<file path="src/rtl/mem_bus_arbiter_pkg.sv">
// Shared encodings for the fetch/MEM-stage memory port arbiter.
// The MEM_ARB_RR_EN build option itself lives in mem_bus_arbiter.sv.
package mem_arb_pkg;

    typedef enum logic [2:0] {
        StIdle,
        StIAddr,
        StIWait,
        StDAddr,
        StDWait
    } arbState_e;

    localparam logic [1:0] SZ_BYTE = 2'd0;
    localparam logic [1:0] SZ_HALF = 2'd1;
    localparam logic [1:0] SZ_WORD = 2'd2;

    localparam logic GNT_INST = 1'b0;
    localparam logic GNT_DATA = 1'b1;

    // Fixed priority is the round-robin rule called with lastGnt tied to GNT_INST.
    function automatic logic pickGrant(input logic instReq, input logic dataReq,
                                       input logic lastGnt);
        logic gnt;
        gnt = GNT_INST;
        if (dataReq && (!instReq || lastGnt == GNT_INST)) begin
            gnt = GNT_DATA;
        end
        return gnt;
    endfunction

endpackage

</file>
<file path="src/rtl/mem_bus_arbiter_if.sv">
// Core-side request/response signals and the shared SRAM-like memory port.
// master: the arbiter's view. slave: the core plus memory that surround it.
interface mem_bus_arbiter_if #(
    parameter int unsigned AW = 32,
    parameter int unsigned DW = 32
) ();

    // Fetch side
    logic            inst_req;
    logic [AW-1:0]   inst_addr;
    logic [DW-1:0]   inst_rdata;
    logic            inst_data_ok;
    logic            inst_stall;

    // MEM-stage side
    logic            data_req;
    logic            data_wr;
    logic [1:0]      data_size;
    logic [DW/8-1:0] data_wen;
    logic [AW-1:0]   data_addr;
    logic [DW-1:0]   data_wdata;
    logic [DW-1:0]   data_rdata;
    logic            data_data_ok;
    logic            data_stall;

    // Memory port
    logic            mem_req;
    logic            mem_wr;
    logic [1:0]      mem_size;
    logic [DW/8-1:0] mem_wen;
    logic [AW-1:0]   mem_addr;
    logic [DW-1:0]   mem_wdata;
    logic            mem_addr_ok;
    logic            mem_data_ok;
    logic [DW-1:0]   mem_rdata;

    modport master (
        input  inst_req, inst_addr,
        output inst_rdata, inst_data_ok, inst_stall,
        input  data_req, data_wr, data_size, data_wen, data_addr, data_wdata,
        output data_rdata, data_data_ok, data_stall,
        output mem_req, mem_wr, mem_size, mem_wen, mem_addr, mem_wdata,
        input  mem_addr_ok, mem_data_ok, mem_rdata
    );

    modport slave (
        output inst_req, inst_addr,
        input  inst_rdata, inst_data_ok, inst_stall,
        output data_req, data_wr, data_size, data_wen, data_addr, data_wdata,
        input  data_rdata, data_data_ok, data_stall,
        input  mem_req, mem_wr, mem_size, mem_wen, mem_addr, mem_wdata,
        output mem_addr_ok, mem_data_ok, mem_rdata
    );

endinterface

</file>
<file path="src/rtl/mem_bus_arbiter.sv">
// Shares one memory port between fetch and MEM stage, one transaction in flight.
// Define MEM_ARB_RR_EN to alternate grants on ties; otherwise data always wins a tie.
module mem_bus_arbiter
    import mem_arb_pkg::*;
#(
    parameter int unsigned AW = 32,
    parameter int unsigned DW = 32
) (
    input logic              clk,
    input logic              rst,
    mem_bus_arbiter_if.master bus
);

    arbState_e       state;
    logic            grant;
    logic            nextGrant;
    logic            anyReq;
    logic            inWait;

    logic            memReq;
    logic            memWr;
    logic [1:0]      memSize;
    logic [DW/8-1:0] memWen;
    logic [AW-1:0]   memAddr;
    logic [DW-1:0]   memWdata;

    logic            instOk;
    logic            dataOk;

    assign anyReq = bus.inst_req | bus.data_req;

`ifdef MEM_ARB_RR_EN
    logic lastGrant;

    assign nextGrant = pickGrant(bus.inst_req, bus.data_req, lastGrant);

    // Reset to inst so the first tie still goes to the data side.
    always_ff @(posedge clk) begin
        if (rst) begin
            lastGrant <= GNT_INST;
        end else if (state == StIdle && anyReq) begin
            lastGrant <= nextGrant;
        end
    end
`else
    assign nextGrant = pickGrant(bus.inst_req, bus.data_req, GNT_INST);
`endif

    always_ff @(posedge clk) begin
        if (rst) begin
            state    <= StIdle;
            grant    <= GNT_INST;
            memReq   <= 1'b0;
            memWr    <= 1'b0;
            memSize  <= SZ_BYTE;
            memWen   <= '0;
            memAddr  <= '0;
            memWdata <= '0;
        end else begin
            unique case (state)
                StIdle: begin
                    if (anyReq) begin
                        grant  <= nextGrant;
                        memReq <= 1'b1;
                        if (nextGrant == GNT_DATA) begin
                            state    <= StDAddr;
                            memWr    <= bus.data_wr;
                            memSize  <= bus.data_size;
                            // Loads never carry byte enables onto the bus.
                            memWen   <= bus.data_wr ? bus.data_wen : '0;
                            memAddr  <= bus.data_addr;
                            memWdata <= bus.data_wdata;
                        end else begin
                            state    <= StIAddr;
                            memWr    <= 1'b0;
                            memSize  <= SZ_WORD;
                            memWen   <= '0;
                            memAddr  <= bus.inst_addr;
                            memWdata <= '0;
                        end
                    end
                end
                StIAddr, StDAddr: begin
                    // A data_ok alongside addr_ok belongs to nobody here and is dropped.
                    if (bus.mem_addr_ok) begin
                        state  <= (state == StIAddr) ? StIWait : StDWait;
                        memReq <= 1'b0;
                        memWr  <= 1'b0;
                        memWen <= '0;
                    end
                end
                StIWait, StDWait: begin
                    if (bus.mem_data_ok) begin
                        state <= StIdle;
                    end
                end
                default: begin
                    state  <= StIdle;
                    memReq <= 1'b0;
                end
            endcase
        end
    end

    assign inWait = (state == StIWait) || (state == StDWait);

    always_comb begin
        instOk = 1'b0;
        dataOk = 1'b0;
        if (!rst && inWait && bus.mem_data_ok) begin
            if (grant == GNT_DATA) begin
                dataOk = 1'b1;
            end else begin
                instOk = 1'b1;
            end
        end
    end

    assign bus.mem_req      = memReq;
    assign bus.mem_wr       = memWr;
    assign bus.mem_size     = memSize;
    assign bus.mem_wen      = memWen;
    assign bus.mem_addr     = memAddr;
    assign bus.mem_wdata    = memWdata;

    assign bus.inst_data_ok = instOk;
    assign bus.data_data_ok = dataOk;
    assign bus.inst_rdata   = bus.mem_rdata;
    assign bus.data_rdata   = bus.mem_rdata;

    assign bus.inst_stall   = ~rst & bus.inst_req & ~instOk;
    assign bus.data_stall   = ~rst & bus.data_req & ~dataOk;

endmodule

</file>
<file path="src/flat_wrapper.sv">
// flat-port wrapper written by rule: the top's interface ports become plain ports
module mem_bus_arbiter_flat import mem_arb_pkg::*;
#(
    parameter int unsigned AW = 32,
    parameter int unsigned DW = 32
)
  (clk, rst, bus_inst_req, bus_inst_addr, bus_inst_rdata, bus_inst_data_ok, bus_inst_stall, bus_data_req, bus_data_wr, bus_data_size, bus_data_wen, bus_data_addr, bus_data_wdata, bus_data_rdata, bus_data_data_ok, bus_data_stall, bus_mem_req, bus_mem_wr, bus_mem_size, bus_mem_wen, bus_mem_addr, bus_mem_wdata, bus_mem_addr_ok, bus_mem_data_ok, bus_mem_rdata);
  mem_bus_arbiter_if #(.AW(AW), .DW(DW)) bus_i ();
  input logic clk;
  input logic rst;
  input wire logic [$bits(bus_i.inst_req)-1:0] bus_inst_req;
  input wire logic [$bits(bus_i.inst_addr)-1:0] bus_inst_addr;
  output wire logic [$bits(bus_i.inst_rdata)-1:0] bus_inst_rdata;
  output wire logic [$bits(bus_i.inst_data_ok)-1:0] bus_inst_data_ok;
  output wire logic [$bits(bus_i.inst_stall)-1:0] bus_inst_stall;
  input wire logic [$bits(bus_i.data_req)-1:0] bus_data_req;
  input wire logic [$bits(bus_i.data_wr)-1:0] bus_data_wr;
  input wire logic [$bits(bus_i.data_size)-1:0] bus_data_size;
  input wire logic [$bits(bus_i.data_wen)-1:0] bus_data_wen;
  input wire logic [$bits(bus_i.data_addr)-1:0] bus_data_addr;
  input wire logic [$bits(bus_i.data_wdata)-1:0] bus_data_wdata;
  output wire logic [$bits(bus_i.data_rdata)-1:0] bus_data_rdata;
  output wire logic [$bits(bus_i.data_data_ok)-1:0] bus_data_data_ok;
  output wire logic [$bits(bus_i.data_stall)-1:0] bus_data_stall;
  output wire logic [$bits(bus_i.mem_req)-1:0] bus_mem_req;
  output wire logic [$bits(bus_i.mem_wr)-1:0] bus_mem_wr;
  output wire logic [$bits(bus_i.mem_size)-1:0] bus_mem_size;
  output wire logic [$bits(bus_i.mem_wen)-1:0] bus_mem_wen;
  output wire logic [$bits(bus_i.mem_addr)-1:0] bus_mem_addr;
  output wire logic [$bits(bus_i.mem_wdata)-1:0] bus_mem_wdata;
  input wire logic [$bits(bus_i.mem_addr_ok)-1:0] bus_mem_addr_ok;
  input wire logic [$bits(bus_i.mem_data_ok)-1:0] bus_mem_data_ok;
  input wire logic [$bits(bus_i.mem_rdata)-1:0] bus_mem_rdata;
  assign bus_i.inst_req = bus_inst_req;
  assign bus_i.inst_addr = bus_inst_addr;
  assign bus_inst_rdata = bus_i.inst_rdata;
  assign bus_inst_data_ok = bus_i.inst_data_ok;
  assign bus_inst_stall = bus_i.inst_stall;
  assign bus_i.data_req = bus_data_req;
  assign bus_i.data_wr = bus_data_wr;
  assign bus_i.data_size = bus_data_size;
  assign bus_i.data_wen = bus_data_wen;
  assign bus_i.data_addr = bus_data_addr;
  assign bus_i.data_wdata = bus_data_wdata;
  assign bus_data_rdata = bus_i.data_rdata;
  assign bus_data_data_ok = bus_i.data_data_ok;
  assign bus_data_stall = bus_i.data_stall;
  assign bus_mem_req = bus_i.mem_req;
  assign bus_mem_wr = bus_i.mem_wr;
  assign bus_mem_size = bus_i.mem_size;
  assign bus_mem_wen = bus_i.mem_wen;
  assign bus_mem_addr = bus_i.mem_addr;
  assign bus_mem_wdata = bus_i.mem_wdata;
  assign bus_i.mem_addr_ok = bus_mem_addr_ok;
  assign bus_i.mem_data_ok = bus_mem_data_ok;
  assign bus_i.mem_rdata = bus_mem_rdata;
  mem_bus_arbiter #(.AW(AW), .DW(DW)) u_core (.clk(clk), .rst(rst), .bus(bus_i));
endmodule
</file>
<file path="config.mk">
export PLATFORM = sky130hd
export DESIGN_NAME = mem_bus_arbiter_flat
export DESIGN_NICKNAME = d
export VERILOG_FILES = /design/src/rtl/mem_bus_arbiter_pkg.sv /design/src/rtl/mem_bus_arbiter_if.sv /design/src/rtl/mem_bus_arbiter.sv /design/src/flat_wrapper.sv
export SDC_FILE = /design/constraint.sdc
export NUM_CORES = 1
export LEC_CHECK = 0
export CAP_MARGIN = 10
export CORE_MARGIN = 4
export CORE_UTILIZATION = 34
export DETAILED_ROUTE_END_ITERATION = 7
export PLACE_DENSITY = 0.82
export RECOVER_POWER = 100
export SLEW_MARGIN = 20
export SYNTH_ARGS = -nofsm -noshare
export SYNTH_HDL_FRONTEND = slang
export SYNTH_SLANG_ARGS = --single-unit
</file>
<file path="constraint.sdc">
create_clock -name clk -period 1.8 [get_ports clk]
set_clock_uncertainty 0.05 [all_clocks]
set_input_delay 0.36 -clock clk [delete_from_list [all_inputs] [get_ports clk]]
set_output_delay 0.36 -clock clk [all_outputs]
set_load 0.01 [all_outputs]
</file>
* Yosys cells after proc, flatten, opt, wreduce, memory -nomap -nowiden
Cells that the tools add are included.
Widths: inputs -> output; s select.
** Storage, ports and cells
- Register bits after elaboration :: 76
- Bits in latches :: 0
- Memory bits (writable) :: 0
- ROM bits :: 0
- Input bits :: 141
- Output and inout bits :: 140
- Logic and storage cells :: 61
- Memories kept :: 0
** Operators by class
- Add/subtract/negate cells :: 0
- $mul :: 0
- Div/mod/pow operators :: 0
- Magnitude comparators :: 0
- Eq/ne operators :: 7
- Shift-type cells :: 0
- Multiplexer cells :: 25
- Bitwise operators :: 9
- Reduce and logical (&&, ||, !) cells :: 12
** Operators with widths (count)
- $mux 32 :: 2
- $mux 4 :: 4
- $mux 3 :: 4
- $mux 1 :: 9
- $pmux 3 s3 :: 1
- $reduce_and 3->1 :: 3
- $pmux 4 s2 :: 1
- $eq 3x2->1 const B :: 2
- $and 1x1->1 :: 4
- $mux 2 :: 2
- $ne 2x2->1 const B :: 2
- $not 1->1 :: 4
- $reduce_or 2->1 :: 2
- $eq 3x1->1 const B :: 1
- $eq 3x3->1 const B :: 1
- $logic_not 3->1 :: 1
- $pmux 1 s3 :: 1
- $logic_and 1x1->1 :: 2
- $ne 2x1->1 const B :: 1
- $pmux 1 s2 :: 1
- $reduce_and 2->1 :: 1
- $reduce_bool 2->1 :: 1
- $logic_not 1->1 :: 1
- $logic_or 1x1->1 :: 1
- $or 1x1->1 :: 1

* Longest topological paths before layout
Gate-level depths: netlist of the first run.
- Depth after elaboration :: 7
- Gate-level depth with buffers :: 6
- Mapped depth without buffers :: 3

* Least setup slack after synthesis of the first run
No wires, ideal clock.
- Path type :: input port to flip-flop
- From :: input bus_data_req
- To :: register u_core.memWdata[10] (netlist: u_core.bus.mem_wdata[10])
- Setup time :: 0.117 ns
- Arrival time :: 1.326 ns
- Required time :: 1.633 ns
- Path slack :: 0.307 ns
- Cell stages on the path :: 6
- Buffers on the path :: 3
- Cells stage by stage :: buf_4 -> nor2b_2 -> and2_1 -> buf_2 -> buf_4 -> a22o_1
** On the way
- Longest elaborated chain between the ends :: 2
- Elaborated cells on any way between the ends :: 4
- Those cells by class :: mux: 2; bitwise: 1; reduce/logical: 1
** Ends and longest elaborated chain
- start: declaration :: line flat_wrapper.sv:16 : input wire logic [$bits(bus_i.data_req)-1:0] bus_data_req;
- $mux 1 or $or 1x1->1 (tied branches) :: line mem_bus_arbiter_pkg.sv:25, mem_bus_arbiter.sv:30
- $mux 32 or $reduce_and 2->1 (tied branches)
- end signal: assignment :: line mem_bus_arbiter.sv:72 : memWdata <= bus.data_wdata;
- end: declaration :: line mem_bus_arbiter.sv:25 : logic [DW-1:0] memWdata;
Several ways; a longest one is shown, not always the timed one.
A chain may end at the register's enable or synchronous reset.

* Worst setup path in the final report of the first run
- From :: input bus_mem_data_ok
- To :: output bus_inst_data_ok
** On the way
- Longest elaborated chain between the ends :: 2
** Ends and longest elaborated chain
- start: declaration :: line flat_wrapper.sv:32 : input wire logic [$bits(bus_i.mem_data_ok)-1:0] bus_mem_data_ok;
- $logic_and 1x1->1 :: line mem_bus_arbiter.sv:110 : if (!rst && inWait && bus.mem_data_ok) begin
- $mux 1 :: line mem_bus_arbiter.sv:110
- end: declaration :: line flat_wrapper.sv:14 : output wire logic [$bits(bus_i.inst_data_ok)-1:0] bus_inst_data_ok;
No other way between the ends.

==> metrics.yaml, run 1 <==
cts_hold_buf: 0
r2r_slack_ns: 0.16
max_freq_ghz: 0.546
postSynthCellCount: 354
violations: "setup timing"
ir_drop_mv: 0.482
synthFlopType: "dfxtp_1"
hold_viol: 0
area_growth_pct: 47.7
drv_slew: 0
rsz0062_at_grt: "yes"
cap_violations: 0
dieArea_sq_um: 12300
dr.pass1.iters: 4
rr_endpoint: "u_core.bus.mem_wdata[9]"
reg2regPathDepth: 6
antenna_found_initial: 0
crit_start: "bus_mem_data_ok"
io_pins: 281
cts_sinks: 76
finalCritPeriodShare: 1.02
holdPathStages: 1
slew_headroom: 0.701
ys_ff_latch: 76
worstHoldStart: "u_core.bus.mem_wdata[11]"
antenna_left: 0
worstMarginPinSlew_ns: 0.449
crit_arrival_ns: 1.42
critical_path.max_fanout: 3
n_antenna_cell: 0
worstPathCellList: "clkdlybuf4s50_1, nand3b_1, buf_4, nor3_2, buf_2"
core_sq_um: 10300
setup_viol: 2
yosys_warnings: 0
power.internal_mw: 3.46
clockBufferDepth: 2
synth_cell_types: 33
vias_per_cell: 5.04
ys_seq_area_frac: 0.422
layout_commonest_cell: "clkdlybuf4s50_1"
worstSetupStartpointType: "input pin"
cp.required_ns: 1.39
grt_usage: 0.170
dpl_worst_slack_ns: -0.337
std_cell_rows: 37
seq_area_sq_um: 1520
netSwitchingPower_mw: 1.36
post-route-min-period_ns: 1.83
synth_area_per_cell_sq_um: 10.2
wl_per_cell_microns: 17.6
setup-tns-final_ns: -0.0407
powerDensity_nw_per_um2: 904
p_leak_nw: 2.04
min-delay-path-class: "flip-flop to flip-flop"
clkPwrFrac: 0.295
io_buffers: 184
final_cell_mix: "clkdlybuf4s50_1, dfxtp_1, a21oi_1, a211oi_1, a22o_1"
synth_nets: 495
wirelength_mm: 10.8
clk_pin_slew_ns: 0.07
grt_max_degree: 35
synth_edf_count: 0
hpwl_mm: 7.97
initial_utilization: 0.349
cts_buffers: 9
synth.cell_area_sq_um: 3600
dieHeight_microns: 111
cts_root_buf: "clkbuf_8"
cts_tree: "done"
combPwrFrac: 0.292
grt_pass1_wl_mm: 17.2
critPathMaxStageDelay_ns: 0.48
place.gp.congestion: 0.849
dieWidth_microns: 111
n_fill_cell: 926
cp-end-kind: "primary output"
status: "finished with violations"
htree_levels: 3
cp_slowest_cell: "clkdlybuf4s50_1"
share_seq_of_total_power: 0.414
vias: 3095
clock_latency_ns: 0.33
drive_above_1_share: 0.103
drc_errors: 0
async_reset_ff_frac: 0
drtIter0Drc: 204
multi_input_area_sq_um: 1390
grt_pass1_vias: 3329
whs_endpoint: "u_core.bus.mem_wdata[11]"
crit_type: "input pin to primary output"
rr_startpoint: "u_core.state[2]"
setup_ws_ns: -0.0322
switching_share: 0.282
finalNetCount: 615
grt-ovfl-total: 0
worst max-delay path by stage:
| stage | to | cells past startpoint |
|---|---|---|
| 2_1_floorplan | u_core.bus.mem_wdata[10] | 6 |
| 3_3_place_gp | bus_inst_data_ok | 4 |
| 3_5_place_dp | bus_inst_data_ok | 4 |
| 4_1_cts | bus_inst_data_ok | 5 |
| 5_1_grt | bus_inst_data_ok | 5 |
| 6_report | bus_inst_data_ok | 5 |
routing by layer:
layer / track usage / up-vias / wire, microns
li1: - / 1475 / -
met1: 0.195 / 1425 / 4400
met2: 0.283 / 151 / 5040
met3: 0.0721 / 44 / 1030
met4: 0.0640 / 0 / 321
met5: 0 / - / 0
power groups by stage:
| stage | Clock (mW) | Combinational [mW] | Sequential, mW |
|---|---|---|---|
| after floorplan | 0 | 0.728 | 2.10 |
| after global placement | 0 | 1.38 | 2.02 |
| after detailed placement | 0 | 1.41 | 2.03 |
| after CTS | 1.47 | 1.42 | 1.99 |
| after global routing | 1.55 | 1.51 | 2.02 |
| final | 1.42 | 1.40 | 1.99 |
repair_timing:
| action | in CTS | in global routing |
|---|---|---|
| pin swaps | 2 | 4 |
| gates resized for setup | 18 | 2 |
| setup endpoints to repair | 4 | 4 |
| buffers inserted | 1 | 1 |
state kept, by name, indices dropped and copies added, names as in the netlist:
register / cells
u_core.bus.mem_wdata: 32
u_core.bus.mem_size: 2
u_core.bus.mem_wr: 1
u_core.state: 3
u_core.grant: 1
u_core.bus.mem_addr: 32
u_core.bus.mem_req: 1
u_core.bus.mem_wen: 4
cells by family after synthesis:
kind of cell / after synthesis / synth area share
AOI/OAI and AO/OA: 118 / 0.240
buffers and inverters: 98 / 0.196
and+or+nand+nor: 28 / 0.0486
xor gates and xnor gates: 2 / 0.00486
DFF: 76 / 0.422
muxes: 32 / 0.0889
Yosys cell counts (2+ instances only):
cell	n	share of area
or2_1	2	0.0035
o211ai_1	4	0.0083
xor2_1	2	0.0049
nor3_4	2	0.0090
nand4_1	4	0.0069
inv_1	2	0.0021
a211oi_1	33	0.069
nor2_1	3	0.0031
o2111ai_1	5	0.012
nand3_1	3	0.0042
clkbuf_1	5	0.0052
buf_2	10	0.014
dfxtp_1	76	0.42
o21a_1	3	0.0062
nand2_1	6	0.0062
a21oi_1	34	0.047
buf_6	7	0.022
nor3_1	2	0.0028
nand3b_1	2	0.0042
buf_4	73	0.15
mux2i_1	32	0.089
a22o_1	33	0.080
area by class of cell:
class,instances,area share
inverter,3,0.00211
tap,136,0.0320
clock inverter,6,0.0167
timing repair buffer,204,0.379
multi-input combinational,180,0.260
sequential,76,0.286
clock buffer,9,0.0233
through the flow:
step	utilization	hold WS (ns)	area [sq um]	power [mW]	cells
after floorplan	-	0.423	3600	2.83	354
after global placement	0.495	0.401	5110	3.41	597
after detailed placement	0.495	0.405	5110	3.44	597
after CTS	0.515	0.394	5320	4.88	613
after global routing	0.516	0.432	5330	5.08	614
final	0.516	0.422	5330	4.81	614
worst max-delay path, delay by kind of cell:
| kind | cells | cell delay (ns) |
|---|---|---|
| AND/OR/NAND/NOR | 2 | 0.24 |
| buffers and inverters | 3 | 0.82 |
No activity file was read; power rests on OpenSTA's default activity.
==> run 2: changes to the inputs <==
--- a/config.mk
+++ b/config.mk
@@ -6,10 +6,10 @@
 export NUM_CORES = 1
 export LEC_CHECK = 0
 export CAP_MARGIN = 10
-export CORE_MARGIN = 4
-export CORE_UTILIZATION = 34
+export CORE_AREA = 2 2 110 112
 export DETAILED_ROUTE_END_ITERATION = 7
-export PLACE_DENSITY = 0.82
+export DIE_AREA = 0 0 112 114
+export PLACE_DENSITY = 0.76
 export RECOVER_POWER = 100
 export SLEW_MARGIN = 20
 export SYNTH_ARGS = -nofsm -noshare
==> run 2 against run 1 <==
Against the previous run:
- the run still ends with setup timing left
- first-iteration DRC count fell by 31%
- via count rose by 0.29%
- sequential share of layout area fell by 0.35 points
- total power rose by 5.0%
- sequential cell count did not move
- clock power rose by 23%
- critical path type is now flip-flop to primary output
- critical endpoint is now bus_data_data_ok
- highest routed layer unchanged
==> metrics.yaml, run 2 (same netlist as run 1, synthesis figures left out) <==
power.internal_mw: 3.71  # +7.3%
cts_root_buf: "clkbuf_16"
hold_viol: 0  # unchanged
holdPathStages: 2  # +1
cap_violations: 0  # unchanged
crit_arrival_ns: 1.45  # +0.03 ns
grt_pass1_vias: 3176  # -4.6%
place_area_sq_um: 5120  # +0.32%
post-route-min-period_ns: 1.86  # +0.0295 ns
dieWidth_microns: 112  # +0.93%
crit_type: "flip-flop to primary output"
critical_path.max_fanout: 4  # +1
min-delay-path-class: "input pin to flip-flop"
cts_sinks: 76  # unchanged
clk_pin_slew_ns: 0.06  # about the same
grt_max_degree: 35  # unchanged
grt_pass1_wl_mm: 16.6  # -3.8%
antenna_found_initial: 0  # unchanged
finalCritPeriodShare: 1.03  # +0.0164
drtIter0Drc: 140  # -31%
dr.pass1.iters: 4  # unchanged
worstPathCellList: "xor2_1, nand3b_1, buf_4, nor3_2, buf_2"
powerDensity_nw_per_um2: 938  # +3.7%
hpwl_mm: 8.06  # +1.1%
worstSetupStartpointType: "flip-flop"
finalNetCount: 616  # +0.16%
seq_area_sq_um: 1520  # unchanged
n_fill_cell: 1123  # +21%
endpoint: "bus_data_data_ok"
max_freq_ghz: 0.537  # -1.6%
crit_start: "u_core.state[1]"
htree_levels: 3  # unchanged
dp_cells: 610  # +2.2%
multi_input_area_sq_um: 1370  # -1.3%
rsz0062_at_grt: "yes"
drive_above_1_share: 0.0960  # -0.00648
netSwitchingPower_mw: 1.35  # -0.63%
vias: 3104  # +0.29%
clock_latency_ns: 0.33  # about the same
core_sq_um: 11700  # +13%
dieArea_sq_um: 12800  # +3.7%
dpl_worst_slack_ns: -0.376  # -0.0388 ns
r2r_slack_ns: -0.01  # -0.17 ns
share_seq_of_total_power: 0.393  # -0.021
cts_buffers: 9  # unchanged
place.gp.congestion: 0.812  # -4.3%
final_cell_mix: "clkdlybuf4s50_1, dfxtp_1, dlygate4sd3_1, a21oi_1"
cp_slowest_cell: "dfxtp_2"
area_growth_pct: 49.6
n_antenna_cell: 0  # unchanged
stdcell_count: 626  # +2.0%
std_cell_rows: 40  # +8.1%
wirelength_mm: 10.8  # -0.19%
ir_drop_mv: 0.535  # +11%
reg2regPathDepth: 5  # -1
combPwrFrac: 0.260  # -0.032
rr_endpoint: "u_core.bus.mem_addr[9]"
critPathMaxStageDelay_ns: 0.34  # -0.14 ns
grt_usage: 0.164  # -0.00629
p_leak_nw: 2.26  # +11%
initial_utilization: 0.308  # -0.0414
layout_commonest_cell: "clkdlybuf4s50_1"
final_util: 0.460  # -0.0555
status: "finished with violations"
antenna_left: 0  # unchanged
clockBufferDepth: 2  # unchanged
drv_slew: 0  # unchanged
io_pins: 281  # unchanged
worstMarginPinSlew_ns: 0.436  # -0.0123 ns
violations: "setup timing"
vias_per_cell: 4.96  # -1.6%
setup_viol: 4  # +2
cp.required_ns: 1.39  # about the same
cts_tree: "done"
rr_startpoint: "u_core.state[0]"
io_buffers: 184  # unchanged
clkPwrFrac: 0.346  # +0.051
cp-end-kind: "primary output"
wl_per_cell_microns: 17.2  # -2.1%
dieHeight_microns: 114  # +2.7%
grt-ovfl-total: 0  # unchanged
switching_share: 0.267  # -0.0152
cts_hold_buf: 0  # unchanged
drc_errors: 0  # unchanged
setup_ws_ns: -0.0617  # -0.0295 ns
final_cell_area_sq_um: 5390  # +1.2%
slew_headroom: 0.707  # +0.00660
## run 2: cell types whose count changed in the layout (fill, tap and decap cells not counted), moves of 2 or more
cell and change:
nor3_4 -2, clkdlybuf4s50_1 -73, clkbuf_1 +3, clkinvlp_4 -2, dlygate4sd3_1 +72, clkbuf_16 +9, clkbuf_8 -8
## run 2: metrics by stage
stage          hold WS, ns  power, mW  TNS (ns)
3_3_place_gp         0.401       3.40     -2.85
3_5_place_dp         0.406       3.43     -4.44
2_1_floorplan        0.423       2.83         0
6_report             0.348       5.06    -0.104
5_1_grt              0.364       5.30     -4.02
4_1_cts              0.339       5.21   -0.0904
## run 2: final cells by class
class	instances	area share
multi-input combinational	180	0.254
clock inverter	2	0.00650
clock buffer	13	0.0464
tap	147	0.0341
sequential	76	0.283
timing repair buffer	205	0.374
inverter	3	0.00209
## run 2: power by group through the flow
stage | logic, mW | registers, mW | clock network [mW]
final | 1.32 | 1.99 | 1.75
after floorplan | 0.728 | 2.10 | 0
after detailed placement | 1.40 | 2.03 | 0
after CTS | 1.40 | 2.00 | 1.81
after global placement | 1.38 | 2.03 | 0
after global routing | 1.42 | 2.01 | 1.87
## run 2: critical path: cells and delay by family (launching register included)
family,cells,cell delay (ns)
AND/OR/NAND/NOR,2,0.29
XOR/XNOR,1,0.15
flip-flops,1,0.34
buffers and inverters,2,0.35
## run 2: how the worst min path moves through the flow
stage,end,start,slack [ns]
floorplan,u_core.grant,u_core.grant,0.42
global placement,u_core.bus.mem_size[1],u_core.bus.mem_size[1],0.40
detailed placement,u_core.bus.mem_size[1],u_core.bus.mem_size[1],0.41
CTS,u_core.state[2],rst,0.34
global route,u_core.state[2],rst,0.36
finish,u_core.state[2],rst,0.35
## run 2: repair_timing
item / CTS / global route
endpoints found under the setup margin: 4 / 22
pin swaps: 4 / 4
resized for setup: 20 / 1
buffers inserted: 1 / 0
## run 2: layer usage
layer / up-vias / GRT usage / share of wire
li1: 1477 / - / -
met1: 1423 / 0.186 / 0.39
met2: 162 / 0.274 / 0.49
met3: 42 / 0.0569 / 0.092
met4: 0 / 0.0894 / 0.030
met5: - / 0 / 0
==> run 3: changes to the inputs <==
--- a/config.mk
+++ b/config.mk
@@ -5,8 +5,9 @@
 export SDC_FILE = /design/constraint.sdc
 export NUM_CORES = 1
 export LEC_CHECK = 0
-export CAP_MARGIN = 10
+export CAP_MARGIN = 5
 export CORE_AREA = 2 2 110 112
+export CTS_CLUSTER_SIZE = 20
 export DETAILED_ROUTE_END_ITERATION = 7
 export DIE_AREA = 0 0 112 114
 export PLACE_DENSITY = 0.76
==> results of run 3 <==
Final layout, timing and power as in run 2 (identical DEF).
